**src/rtl/nco_pkg.sv**
```systemverilog
// nco_pkg: shared address map, control bit positions and widths for the NCO phase generator
package nco_pkg;
  localparam int PW_DEF = 24;
  localparam int LANES = PW_DEF / 8;
  localparam logic [3:0] A_FTW = 4'(0);
  localparam logic [3:0] A_OFF = 4'(LANES);
  localparam logic [3:0] A_STEP = 4'(2 * LANES);
  localparam logic [3:0] A_LIM = 4'(3 * LANES);
  localparam logic [3:0] A_DIV = 4'(4 * LANES);
  localparam logic [3:0] A_CTRL = 4'(4 * LANES + 1);
  localparam int C_COMMIT = 0;
  localparam int C_SWEEP = 1;
  localparam int C_CLEAR = 2;
endpackage

```
**src/rtl/nco_cfg_regs.sv**
```systemverilog
// nco_cfg_regs: byte-wide shadow configuration registers and commit-pending flag
module nco_cfg_regs
  import nco_pkg::*;
#(
  parameter int PW = PW_DEF,
  parameter int DIVW = 8
) (
  input  logic            clk,
  input  logic            reset,
  input  logic            cfg_wr,
  input  logic [3:0]      cfg_addr,
  input  logic [7:0]      cfg_data,
  input  logic            ack,
  output logic [PW-1:0]   ftw_sh,
  output logic [PW-1:0]   off_sh,
  output logic [PW-1:0]   step_sh,
  output logic [PW-1:0]   lim_sh,
  output logic [DIVW-1:0] div_sh,
  output logic            sweep_sh,
  output logic            clear_sh,
  output logic            pending
);
  logic commit_wr;
  assign commit_wr = cfg_wr && cfg_addr == A_CTRL && cfg_data[C_COMMIT];
  always_ff @(posedge clk) begin
    if (reset) begin
      ftw_sh <= '0;
      off_sh <= '0;
      step_sh <= '0;
      lim_sh <= '0;
      div_sh <= '0;
      sweep_sh <= 1'b0;
      clear_sh <= 1'b0;
      pending <= 1'b0;
    end else begin
      if (cfg_wr) begin
        for (int i = 0; i < PW / 8; i++) begin
          if (cfg_addr == A_FTW + 4'(i)) ftw_sh[8*i +: 8] <= cfg_data;
          if (cfg_addr == A_OFF + 4'(i)) off_sh[8*i +: 8] <= cfg_data;
          if (cfg_addr == A_STEP + 4'(i)) step_sh[8*i +: 8] <= cfg_data;
          if (cfg_addr == A_LIM + 4'(i)) lim_sh[8*i +: 8] <= cfg_data;
        end
        if (cfg_addr == A_DIV) div_sh <= DIVW'(cfg_data);
        if (cfg_addr == A_CTRL) begin
          sweep_sh <= cfg_data[C_SWEEP];
          clear_sh <= cfg_data[C_CLEAR];
        end
      end
      // a new commit request outranks the ack of the one being applied
      pending <= commit_wr | (pending & ~ack);
    end
  end
endmodule

```
**src/rtl/nco_phase_gen.sv**
```systemverilog
// nco_phase_gen: divided-rate phase accumulator with offset, linear FTW sweep and atomic config commit
module nco_phase_gen
  import nco_pkg::*;
#(
  parameter int PW = PW_DEF,
  parameter int DIVW = 8
) (
  input  logic          clk,
  input  logic          reset,
  input  logic          en,
  input  logic          cfg_wr,
  input  logic [3:0]    cfg_addr,
  input  logic [7:0]    cfg_data,
  output logic [PW-1:0] o_phase,
  output logic          o_valid,
  output logic          o_wrap,
  output logic          o_pending
);
  logic [PW-1:0] ftw_sh, off_sh, step_sh, lim_sh;
  logic [DIVW-1:0] div_sh;
  logic sweep_sh, clear_sh, pending;
  logic [PW-1:0] ftw_a, off_a, step_a, lim_a, acc;
  logic [DIVW-1:0] div_a, cnt;
  logic sweep_a, tick;
  logic [PW:0] acc_sum, swp_sum;
  nco_cfg_regs #(.PW(PW), .DIVW(DIVW)) u_cfg (
    .clk(clk), .reset(reset), .cfg_wr(cfg_wr), .cfg_addr(cfg_addr), .cfg_data(cfg_data),
    .ack(tick & pending), .ftw_sh(ftw_sh), .off_sh(off_sh), .step_sh(step_sh), .lim_sh(lim_sh),
    .div_sh(div_sh), .sweep_sh(sweep_sh), .clear_sh(clear_sh), .pending(pending)
  );
  assign tick = en && cnt == div_a;
  assign acc_sum = {1'b0, acc} + {1'b0, ftw_a};
  assign swp_sum = {1'b0, ftw_a} + {1'b0, step_a};
  assign o_pending = pending;
  always_ff @(posedge clk) begin
    if (reset) begin
      ftw_a <= '0;
      off_a <= '0;
      step_a <= '0;
      lim_a <= '0;
      div_a <= '0;
      sweep_a <= 1'b0;
      acc <= '0;
      cnt <= '0;
      o_phase <= '0;
      o_valid <= 1'b0;
      o_wrap <= 1'b0;
    end else begin
      o_valid <= tick;
      if (en) cnt <= tick ? '0 : cnt + 1'b1;
      if (tick) begin
        o_phase <= acc + off_a;
        o_wrap <= acc_sum[PW];
        acc <= (pending && clear_sh) ? '0 : acc_sum[PW-1:0];
        if (pending) begin
          ftw_a <= ftw_sh;
          off_a <= off_sh;
          step_a <= step_sh;
          lim_a <= lim_sh;
          div_a <= div_sh;
          sweep_a <= sweep_sh;
        end else if (sweep_a) begin
          // overshooting the limit restarts the chirp from the shadow start value
          ftw_a <= (swp_sum > {1'b0, lim_a}) ? ftw_sh : swp_sum[PW-1:0];
        end
      end
    end
  end
endmodule
```
**config.mk**
```make
export PLATFORM = sky130hd
export DESIGN_NAME = nco_phase_gen
export DESIGN_NICKNAME = d
export VERILOG_FILES = /design/src/rtl/nco_pkg.sv /design/src/rtl/nco_cfg_regs.sv /design/src/rtl/nco_phase_gen.sv
export SDC_FILE = /design/constraint.sdc
export NUM_CORES = 1
export LEC_CHECK = 0
export ABC_AREA = 0
export CORE_MARGIN = 2
export CORE_UTILIZATION = 32
export DETAILED_ROUTE_END_ITERATION = 7
export GPL_TIMING_DRIVEN = 0
export HOLD_SLACK_MARGIN = 0.15
export PLACE_DENSITY_LB_ADDON = 0.08
export SYNTH_ARGS = -nofsm -noshare
export SYNTH_HDL_FRONTEND = slang
export SYNTH_SLANG_ARGS = --single-unit
```
**constraint.sdc**
```tcl
create_clock -name clk -period 3.83 [get_ports clk]
set_clock_uncertainty 0.1 [all_clocks]
set_input_delay 0.5745 -clock clk [delete_from_list [all_inputs] [get_ports clk]]
set_output_delay 0.5745 -clock clk [all_outputs]
set_load 0.01 [all_outputs]
```
==> impl_metrics.json <==
{
  "clock_sinks": 270,
  "postPlaceCellArea_sq_mm": 0.0146,
  "multiInputGateArea_sq_mm": 0.00795,
  "hold_buffers": 0,
  "cpPeakStageDelay_ns": 0.38,
  "start_util_pct": 32.3,
  "ys_ff_latch": 270,
  "drcViolationCount": 0,
  "peakVddDrop_uv": 367,
  "crit_fanout": 4,
  "grt_pass1_wl_mm": 65.4,
  "nets": 1783,
  "crit_type": "reg2reg",
  "holdCritStartpoint": "u_cfg.lim_sh[14]",
  "first_global_vias": 10779,
  "arrival_ns": 4.37,
  "violations": "setup timing",
  "wl_mm": 42.9,
  "die_area_sq_mm": 0.0438,
  "min_period_ns": 4.08,
  "drt_iter0_drc": 597,
  "insertedDiodeCount": 0,
  "setup_viol": 24,
  "synth_top_area_cell": "dfxtp_1",
  "grt_antenna_before_repair": 1,
  "synth.top_cell.area_share_pct": 40.0,
  "synth_ff_type": "dfxtp_1",
  "synth_edf_count": 0,
  "powerDensity_mw_per_mm2": 396,
  "vias_per_cell": 4.96,
  "cap_violations": 0,
  "fin_ws_ns": -0.250,
  "clk-insertion-delay-late_ns": 0.54,
  "fmax_mhz": 245,
  "ys_seq_area_share_pct": 40.0,
  "cts_max_level": 2,
  "timing.rr.end": "ftw_a[2]",
  "coreArea_sq_mm": 0.0418,
  "grtUsageTotal_pct": 19.8,
  "crit_start": "ftw_a[0]",
  "grt_max_degree": 14,
  "rrSetupSlack_ns": -0.25,
  "synth_area_leaders": "dfxtp_1 40%, mux2i_1 9.6%, ha_1 8.9%",
  "period_share_pct": 107,
  "die_h_um": 209,
  "fp-row-count": 75,
  "r2r_cells": 18,
  "hold_viol_final": 0,
  "cp_data_required_time_ns": 4.12,
  "status": "finished, violations left",
  "max-clock-path-buffers": 3,
  "drive_gt1_share_pct": 9.06,
  "max_slew_margin_pct": 11.8,
  "power.total_uw": 6420,
  "slew_violations": 0,
  "synth_cells": 1571,
  "syn_avg_cell_area_sq_um": 8.59,
  "pre_cts_slack_ns": -0.686,
  "dpl.cell_count": 2151,
  "hp-class": "reg2reg",
  "cp_slowest_cell": "a211oi_4",
  "syn-cell-area_sq_mm": 0.0135,
  "pin_count": 43,
  "globalplace.congestion": 0.836,
  "ant_nets": 0,
  "first_pass_iters": 4,
  "syn_nets": 1686,
  "fin_cells": 2228,
  "fillers": 4269,
  "dpl.hpwl_mm": 31.8,
  "final_cell_area_sq_mm": 0.0162,
  "min_to": "lim_a[14]",
  "drt-wirelength-per-cell_um": 19.2,
  "cts_root_buf": "clkbuf_16",
  "leakagePower_uw": 0.00637,
  "cp_num_buf_inv": 1,
  "critPathLaunchType": "flip-flop",
  "ys_warn_count": 0,
  "area_growth_pct": 20.1,
  "area.sequential_sq_mm": 0.00543,
  "clkTransAtPathRegs_ns": 0.06,
  "synth-async-reset-ratio_pct": 0,
  "synth_cell_types": 63,
  "synth_common_cells": "270 x dfxtp_1, 255 x nand2_1, 189 x nor2_1",
  "endpoint_kind": "flip-flop",
  "tritoncts": "built",
  "rsz0062_at_grt": "yes",
  "tightest_slew_ns": 1.32,
  "crit_chain": "ha_4, fa_2, a21oi_4, o21ai_4, a211oi_4, o31ai_4, a31oi_2, xnor2_2, ha_1, nand4_1, nor2_4, o31a_2, nor4_4, o21bai_4, buf_12, mux2_4, mux2i_1, nor2_1",
  "vias": 11042,
  "yosysMostFrequentCell": "dfxtp_1",
  "port_buffers": 41,
  "die-width_um": 209,
  "r2r_start": "ftw_a[0]",
  "overflow": 0,
  "numCtsBuffers": 34,
  "holdPathStages": 2,
  "path_delay_family": "compound AO/OA/AOI/OAI gates"
}
==> logic make-up after synthesis <==
kind of cell               after synthesis  synth area share (%)
and+or+nand+nor                        543                  16.8
muxes                                  134                  9.97
buffers and inverters                  111                  3.40
adders and majority gates               99                  9.34
xor gates and xnor gates                73                  4.74
DFF                                    270                  40.0
AOI/OAI and AO/OA                      341                  15.7
==> layer usage <==
metal | GRT usage (%) | wire [um]
met5 | 0 | 0
met4 | 6.90 | 1380
met3 | 3.22 | 1510
met2 | 33.0 | 19600
met1 | 26.0 | 20300
==> cells in the final DEF, fill, tap and decap left out, types with 8 or more instances in the layout <==
cell type | synthesis | routed
nor2_1 | 189 | 187
clkdlybuf4s50_1 | 0 | 41
nor2b_1 | 10 | 10
xnor2_1 | 39 | 35
a31oi_1 | 10 | 9
mux2i_1 | 130 | 127
o21ai_0 | 66 | 60
nand4_1 | 14 | 14
nand3_1 | 23 | 23
xor2_1 | 34 | 33
dfxtp_1 | 270 | 260
a21o_1 | 26 | 26
a211oi_1 | 32 | 28
clkbuf_1 | 67 | 70
a21oi_1 | 155 | 149
nand2b_1 | 13 | 13
ha_1 | 96 | 87
buf_4 | 0 | 17
nand2_1 | 255 | 255
clkbuf_16 | 0 | 37
and3_1 | 9 | 9
clkinv_2 | 0 | 8
inv_1 | 39 | 39
==> what timing repair did <==
item                       CTS  global route
resized for setup           36            41
pin swaps                   39            23
gates cloned                 0             0
setup endpoints to repair   24            28
buffers inserted             8            13
==> area by class of cell <==
type	count	area share [%]
inverter	39	0.903
sequential	270	33.5
multi-input combinational	1190	49.0
buffer	71	1.86
tap	539	4.16
clock buffer	45	6.21
clock inverter	12	0.718
timing repair buffer	62	3.65
==> through the flow <==
| stage | setup TNS [ns] | hold WS, ns | utilization, % |
|---|---|---|---|
| after global placement | -15.40 | 0.338 | 34.9 |
| after CTS | -7.81 | 0.338 | 38.1 |
| final | -4.18 | 0.336 | 38.8 |
| after detailed placement | -17.68 | 0.344 | 34.9 |
| after global routing | -8.57 | 0.355 | 38.8 |
| after floorplan | 0 | 0.332 | - |
==> tightest hold or removal path, delay by kind of cell (launching register included) <==
kind               cells  cell delay (ns)
and+or+nand+nor        1             0.05
AOI/OAI and AO/OA      1             0.05
DFF                    1             0.30
==> power breakdown <==
part	internal [uW]	switching (uW)	leakage (uW)	total (uW)
Combinational	109	228	0.00363	336
Sequential	2830	15.0	0.00218	2840
Clock	1970	1270	0.000559	3240
==> worst max path at each step <==
stage,end,slack [ns],cells after the start
5_1_grt,ftw_a[7],-0.43,19
4_1_cts,ftw_a[2],-0.37,19
3_3_place_gp,ftw_a[12],-0.64,18
3_5_place_dp,ftw_a[2],-0.69,18
2_1_floorplan,ftw_a[12],0.05,19
6_report,ftw_a[2],-0.25,18
(Power assumes the default switching activity.)
